## config.mk

```make
export PLATFORM = sky130hd
export DESIGN_NAME = delay_match_prog_flat
export DESIGN_NICKNAME = d
export VERILOG_FILES = /design/src/rtl/delay_match_prog_if.sv /design/src/rtl/delay_match_prog.sv /design/src/flat_wrapper.sv
export SDC_FILE = /design/constraint.sdc
export NUM_CORES = 1
export LEC_CHECK = 0
export CAP_MARGIN = 20
export CORE_MARGIN = 8
export CORE_UTILIZATION = 25
export CTS_BUF_LIST = sky130_fd_sc_hd__clkbuf_2
export DETAILED_ROUTE_END_ITERATION = 7
export GPL_ROUTABILITY_DRIVEN = 0
export GPL_TIMING_DRIVEN = 0
export SKIP_CTS_REPAIR_TIMING = 1
export SLEW_MARGIN = 10
export SYNTH_ARGS = -nofsm -noshare
export SYNTH_HDL_FRONTEND = slang
export SYNTH_SLANG_ARGS = --single-unit
```

## constraint.sdc

```tcl
create_clock -name clk -period 3.54 [get_ports clk]
set_input_delay 0.531 -clock clk [delete_from_list [all_inputs] [get_ports clk]]
set_output_delay 0.531 -clock clk [all_outputs]
set_load 0.05 [all_outputs]
```

## src/rtl/delay_match_prog_if.sv

```systemverilog
// Bundle of per-channel request, configuration and status signals
// for the programmable delay-match block.
interface delay_match_prog_if #(
    parameter int CH = 4,
    parameter int DW = 4
);
    logic [CH-1:0]    req_in;
    logic [CH*DW-1:0] cfg_dly;
    logic [CH-1:0]    cfg_mode;
    logic [CH-1:0]    ovf_clr;
    logic [CH-1:0]    req_out;
    logic [CH-1:0]    busy;
    logic [CH-1:0]    ovf;

    modport master (
        output req_in, cfg_dly, cfg_mode, ovf_clr,
        input  req_out, busy, ovf
    );

    modport slave (
        input  req_in, cfg_dly, cfg_mode, ovf_clr,
        output req_out, busy, ovf
    );
endinterface

```

## src/rtl/delay_match_prog.sv

```systemverilog
// Clocked programmable matched-delay: each channel replays request
// transitions after cfg_dly+1 cycles, in level or pulse mode.
module delay_match_prog #(
    parameter int CH          = 4,
    parameter int DW          = 4,
    parameter int SYNC_STAGES = 0
) (
    input  logic              clk,
    input  logic              rst_n,
    delay_match_prog_if.slave bus
);
    typedef enum logic {S_IDLE, S_COUNT} st_t;

    logic [CH-1:0] w_s;

    generate
        if (SYNC_STAGES == 0) begin : g_nosync
            assign w_s = bus.req_in;
        end else begin : g_sync
            logic [CH-1:0] r_sy [SYNC_STAGES];
            always_ff @(posedge clk) begin
                if (!rst_n) begin
                    for (int k = 0; k < SYNC_STAGES; k++)
                        r_sy[k] <= '0;
                end else begin
                    r_sy[0] <= bus.req_in;
                    for (int k = 1; k < SYNC_STAGES; k++)
                        r_sy[k] <= r_sy[k-1];
                end
            end
            assign w_s = r_sy[SYNC_STAGES-1];
        end
    endgenerate

    st_t           r_st  [CH];
    st_t           w_st  [CH];
    logic [DW-1:0] r_cnt [CH];
    logic [DW-1:0] w_cnt [CH];
    logic [CH-1:0] r_trk, w_trk;
    logic [CH-1:0] r_mode, w_mode;
    logic [CH-1:0] r_out, w_out;
    logic [CH-1:0] r_pls, w_pls;
    logic [CH-1:0] r_ovf, w_ovf;
    logic [CH-1:0] w_busy;

    always_comb begin
        w_st   = r_st;
        w_cnt  = r_cnt;
        w_trk  = r_trk;
        w_mode = r_mode;
        w_pls  = '0;
        w_out  = r_out;
        w_ovf  = r_ovf;
        w_busy = '0;
        for (int i = 0; i < CH; i++) begin
            // a pulse-mode output lasts exactly one cycle
            if (r_pls[i])
                w_out[i] = 1'b0;
            w_ovf[i] = r_ovf[i] & ~bus.ovf_clr[i];
            case (r_st[i])
                S_IDLE: begin
                    if (w_s[i] != r_trk[i]) begin
                        w_trk[i]  = w_s[i];
                        w_cnt[i]  = bus.cfg_dly[i*DW +: DW];
                        w_mode[i] = bus.cfg_mode[i];
                        w_st[i]   = S_COUNT;
                    end
                end
                S_COUNT: begin
                    w_busy[i] = 1'b1;
                    if (r_cnt[i] != '0) begin
                        w_cnt[i] = r_cnt[i] - 1'b1;
                        if (w_s[i] != r_trk[i])
                            w_ovf[i] = 1'b1;
                    end else begin
                        w_out[i] = r_trk[i];
                        w_pls[i] = r_mode[i] & r_trk[i];
                        if (w_s[i] != r_trk[i]) begin
                            w_trk[i]  = w_s[i];
                            w_cnt[i]  = bus.cfg_dly[i*DW +: DW];
                            w_mode[i] = bus.cfg_mode[i];
                        end else begin
                            w_st[i] = S_IDLE;
                        end
                    end
                end
                default: w_st[i] = S_IDLE;
            endcase
        end
    end

    always_ff @(posedge clk) begin
        if (!rst_n) begin
            for (int i = 0; i < CH; i++) begin
                r_st[i]  <= S_IDLE;
                r_cnt[i] <= '0;
            end
            r_trk  <= '0;
            r_mode <= '0;
            r_out  <= '0;
            r_pls  <= '0;
            r_ovf  <= '0;
        end else begin
            for (int i = 0; i < CH; i++) begin
                r_st[i]  <= w_st[i];
                r_cnt[i] <= w_cnt[i];
            end
            r_trk  <= w_trk;
            r_mode <= w_mode;
            r_out  <= w_out;
            r_pls  <= w_pls;
            r_ovf  <= w_ovf;
        end
    end

    assign bus.req_out = r_out;
    assign bus.busy    = w_busy;
    assign bus.ovf     = r_ovf;
endmodule

```

## src/flat_wrapper.sv

```systemverilog
// flat-port wrapper written by rule: the top's interface ports become plain ports
module delay_match_prog_flat 
#(
    parameter int CH          = 4,
    parameter int DW          = 4,
    parameter int SYNC_STAGES = 0
)
  (clk, rst_n, bus_req_in, bus_cfg_dly, bus_cfg_mode, bus_ovf_clr, bus_req_out, bus_busy, bus_ovf);
  delay_match_prog_if #(.CH(CH), .DW(DW)) bus_i ();
  input  logic clk;
  input  logic rst_n;
  input wire logic [$bits(bus_i.req_in)-1:0] bus_req_in;
  input wire logic [$bits(bus_i.cfg_dly)-1:0] bus_cfg_dly;
  input wire logic [$bits(bus_i.cfg_mode)-1:0] bus_cfg_mode;
  input wire logic [$bits(bus_i.ovf_clr)-1:0] bus_ovf_clr;
  output wire logic [$bits(bus_i.req_out)-1:0] bus_req_out;
  output wire logic [$bits(bus_i.busy)-1:0] bus_busy;
  output wire logic [$bits(bus_i.ovf)-1:0] bus_ovf;
  assign bus_i.req_in = bus_req_in;
  assign bus_i.cfg_dly = bus_cfg_dly;
  assign bus_i.cfg_mode = bus_cfg_mode;
  assign bus_i.ovf_clr = bus_ovf_clr;
  assign bus_req_out = bus_i.req_out;
  assign bus_busy = bus_i.busy;
  assign bus_ovf = bus_i.ovf;
  delay_match_prog #(.CH(CH), .DW(DW), .SYNC_STAGES(SYNC_STAGES)) u_core (.clk(clk), .rst_n(rst_n), .bus(bus_i));
endmodule
```

* Yosys cells after proc, flatten, opt, wreduce, memory -nomap -nowiden *
Index checks and enable logic that the tools add are counted.

storage, ports and cells
  register bits = 40
  bits of input ports = 30
  output and inout bits = 12
  word-level logic and storage cells = 135

cells by class
  add/sub/neg operators = 4
  equality and inequality tests = 8
  muxes and demuxes = 76
  bitwise operators = 17
  reduce and logical (&&, ||, !) cells = 8

operators by type and width
  operator                                                             count
  1-bit 2-to-1 mux                                                     52
  4-bit 2-to-1 mux                                                     8
  4-bit one-hot mux with 2 select lines                                4
  1-bit one-hot mux with 2 select lines                                12
  4-bit nonzero test                                                   4
  4-bit by 1-bit subtractor with 4-bit output (second input constant)  4
  3-bit OR reduction                                                   4
  1-bit inverter                                                       9
  1-bit AND                                                            8
  2-bit != test (second input constant)                                4
  1-bit != test                                                        4

* Depth between registers and ports, before layout *
  word-level depth = 5
  gate-level depth with buffers = 6

* Worst setup path after synthesis *
OpenSTA, ideal clock, no wires.

  kind = reg2reg
  start = register u_core.r_st[1] (netlist bit)
  end = register u_core.r_cnt[7] (netlist bit)
  setup time = 74 ps
  arrival = 1455 ps
  required time = 3466 ps
  path slack = 2010 ps
  cell stages (with the launch flop) = 5
  period minus slack after synthesis = 1530 ps
  cell sequence = dfxtp_1 buf_2 nand2_4 or3_1 a31oi_1

between the ends
  word-level cells in the longest chain between the ends = 2

RTL lines
  element                                    line                     source
  start, declared                            delay_match_prog.sv:35   st_t r_st [CH];
  start signal, assigned by index            delay_match_prog.sv:105  r_st[i] <= w_st[i];
  1-bit inverter                             delay_match_prog.sv:60   case (r_st[i])
  4-bit one-hot mux with 2 select lines (*)  delay_match_prog.sv:60
  end signal, assigned by index              delay_match_prog.sv:106  r_cnt[i] <= w_cnt[i];
  end, declared                              delay_match_prog.sv:37   logic [DW-1:0] r_cnt [CH];

Mark *: on every way between the ends. The rest lies on a longest branch, timed or not.
A chain may end at the register's enable or synchronous reset.

* Final worst setup path *
  start = register u_core.r_st[3] (netlist bit)
  end = output bus_busy[0]

between the ends
  word-level cells in the longest chain between the ends = 1

RTL lines
  element           line                    source
  1-bit 2-to-1 mux  delay_match_prog.sv:60
  end, declared     flat_wrapper.sv:17      output wire logic [$bits(bus_i.busy)-1:0] bus_busy;

Every way passes these cells.

==> impl_metrics.ini <==
[run_status]
status = finished clean

[drt]
vias = 1595
drt-total-wl_um = 4533
wl_met1_um = 2115
ant_nets = 0
met3WireLength_um = 249
wl_met2_um = 2122
first_iter_violations = 23
drc = 0
vias_per_cell = 4.531
dr.max_layer_used = met4
wl_per_cell_um = 12.88
first_pass_iters = 4

[critical_path]
cp_max_fo = 6
cp_slowest_cell = clkdlybuf4s50_1
r2r_setup_slack_ns = 1.89
cpPeakStageDelay_ns = 0.84
rr_worst_depth = 6
cp-start-kind = register
r2r_end = u_core.r_mode[3]
crit_required_ns = 3.01
worstSetupPathType = register to primary output
critPathBufInv = 1
worstPathCellList = clkdlybuf4s50_1
endpoint_kind = primary output
r2r_start = u_core.r_cnt[0]
cp-startpoint = u_core.r_st[3]
worstPathArrival_ns = 1.66
cpLargestDelayFamily = buffers and inverters

[layout]
final_core_util_pct = 32.86
drive_gt1_share_pct = 9.600
syn2layout_area_growth_pct = 29.99
n_antenna_cell = 0
stdcell_count = 352
final_area_um2 = 2500
fill_cells = 811
fin_nets = 283

[run]
max-cap-violations = 0

[sta]
worstMarginPinSlew_ns = 0.7057
fin_crit_ns = 2.191
fmax_mhz = 456.5
post-route-period-util_pct = 61.88
hold_viol = 0
maxSlewViolCount = 0
setup_violations = 0
skew_ns = 0.003533
timing.setup.tns_ns = 0
max_slew_margin_pct = 52.95
rsz0062_at_grt = false

[die]
pin_count = 42
dieWidth_um = 103.7
dieArea_um2 = 10750
core_um2 = 7607
fp.dieH_um = 103.7
core.rowCount = 32
floorplan.initialDensity_pct = 25.28

[power]
p_leak_nw = 0.9393
p_total_w = 0.001209
ir_drop_mv = 0.1833
power_density_nw_per_um2 = 483.6

[logic_synthesis]
synth.area.top_cells = dfxtp_1 42%, mux2i_1 5.2%, a21oi_1 4.2%
synth_seq_cells = 40
yosysMostFrequentCell = dfxtp_1
synth_flop_cell = dfxtp_1
yosysSeqAreaShare_pct = 41.64
synth_area_leader_cell = dfxtp_1
synth_common_cells = 40 x dfxtp_1, 18 x nor2_1, 16 x a21oi_1, 12 x nand2_1, 11 x inv_1
synth_area_um2 = 1923
synthArstFlopShare_pct = 0
synth_cells = 201
ys_warn_count = 0
synth_cell_types = 39
synth_edf_count = 0
synth_top_area_share_pct = 41.64
avgSynthCellArea_um2 = 9.568
synthesis.nets = 235

[grt]
grt_max_degree = 12
antenna_found_initial = 0
overflow = 0
grt_pass1_wl_um = 7665
grtUsageTotal_pct = 8.524
grt_pass1_vias = 1701

[hold_path]
min_to = u_core.r_pls[2]
hold_depth = 2
hp-class = register to register
min_from = u_core.r_mode[2]

[place]
placed_area_um2 = 2461
dp_hpwl_um = 3424
placed_cells = 344
portBuffers = 41

[clocking]
worstSkewPairLatency_ns = 0.36
cts_tree = done
cts_buffer_depth = 2
cts.sink_count = 40
path_clk_slew_ns = 0.21
cts_root_buf = clkbuf_2
h-tree-depth = 2
numCtsBuffers = 5
==> stage by stage <==
step | hold WS [ns] | worst slack [ns]
after global routing | 0.4896 | 1.228
after floorplan | 0.4213 | 2.010
after CTS | 0.4637 | 1.293
final | 0.4578 | 1.349
after global placement | 0.4342 | 1.192
after detailed placement | 0.4397 | 1.175
==> layout make-up <==
| cell class | count | area [um2] | area share [%] |
|---|---|---|---|
| Clock buffer | 7 | 35.03 | 1.401 |
| Tap cell | 102 | 127.6 | 5.105 |
| Buffer | 6 | 26.28 | 1.051 |
| Timing Repair Buffer | 41 | 410.4 | 16.42 |
| Inverter | 11 | 41.29 | 1.652 |
| Sequential cell | 40 | 800.8 | 32.03 |
| Clock inverter | 1 | 3.754 | 0.1502 |
| Multi-Input combinational cell | 144 | 1055 | 42.19 |
==> flip-flops by register name (all words and copies together) (netlist names) <==
| name | cells |
|---|---|
| u_core.bus.ovf | 4 |
| u_core.bus.req_out | 4 |
| u_core.r_mode | 4 |
| u_core.r_pls | 4 |
| u_core.r_st | 4 |
| u_core.r_trk | 4 |
| u_core.r_cnt | 16 |
==> per-layer routing <==
| layer | GRT usage (%) | vias to the layer above |
|---|---|---|
| met3 | 3.036 | 5 |
| met1 | 9.805 | 738 |
| li1 | - | 823 |
| met5 | 0 | - |
| met4 | 2.792 | 0 |
| met2 | 14.34 | 29 |
==> cells by family (layout without fill, tap and decap cells) <==
logic type                 after synthesis  count (layout)  synth area share (%)
muxes                                   10              10                 5.205
buffers and inverters                   17              66                 3.513
and+or+nand+nor                         70              70                 21.15
DFF                                     40              40                 41.64
xor gates and xnor gates                10              10                 7.287
AOI/OAI and AO/OA                       50              50                 18.61
adders and majority gates                4               4                 2.603
==> cells in the final DEF (no fill, tap or decap), types with 5 or more instances in the layout <==
master           Yosys  routed
a21oi_1             16      16
a221oi_1             5       5
clkbuf_2             0       7
clkdlybuf4s50_1      0      41
dfxtp_1             40      40
inv_1               11      11
mux2i_1             10      10
nand2_1             12      12
nand2b_1             5       5
nand3_1              8       8
nor2_1              18      18
nor2b_1              6       6
xnor2_1              5       5
==> power breakdown <==
part	switching [W]	total [W]	leakage, nW	internal (W)
registers	0.0000568	0.000568	0.330	0.000511
logic	0.000236	0.000443	0.579	0.000208
clock network	0.000144	0.000197	0.0306	0.0000530
total	0.000437	0.00121	0.939	0.000772
==> worst max-delay path by stage <==
stage | end | slack (ns) | depth (start not counted)
after floorplan | u_core.r_cnt[7] | 2.01 | 4
after global placement | u_core.bus.ovf[1] | 1.19 | 5
after detailed placement | u_core.r_mode[2] | 1.18 | 5
after CTS | bus_busy[0] | 1.29 | 1
after global routing | bus_busy[0] | 1.23 | 1
final | bus_busy[0] | 1.35 | 1
No activity file was read; power rests on OpenSTA's default activity.
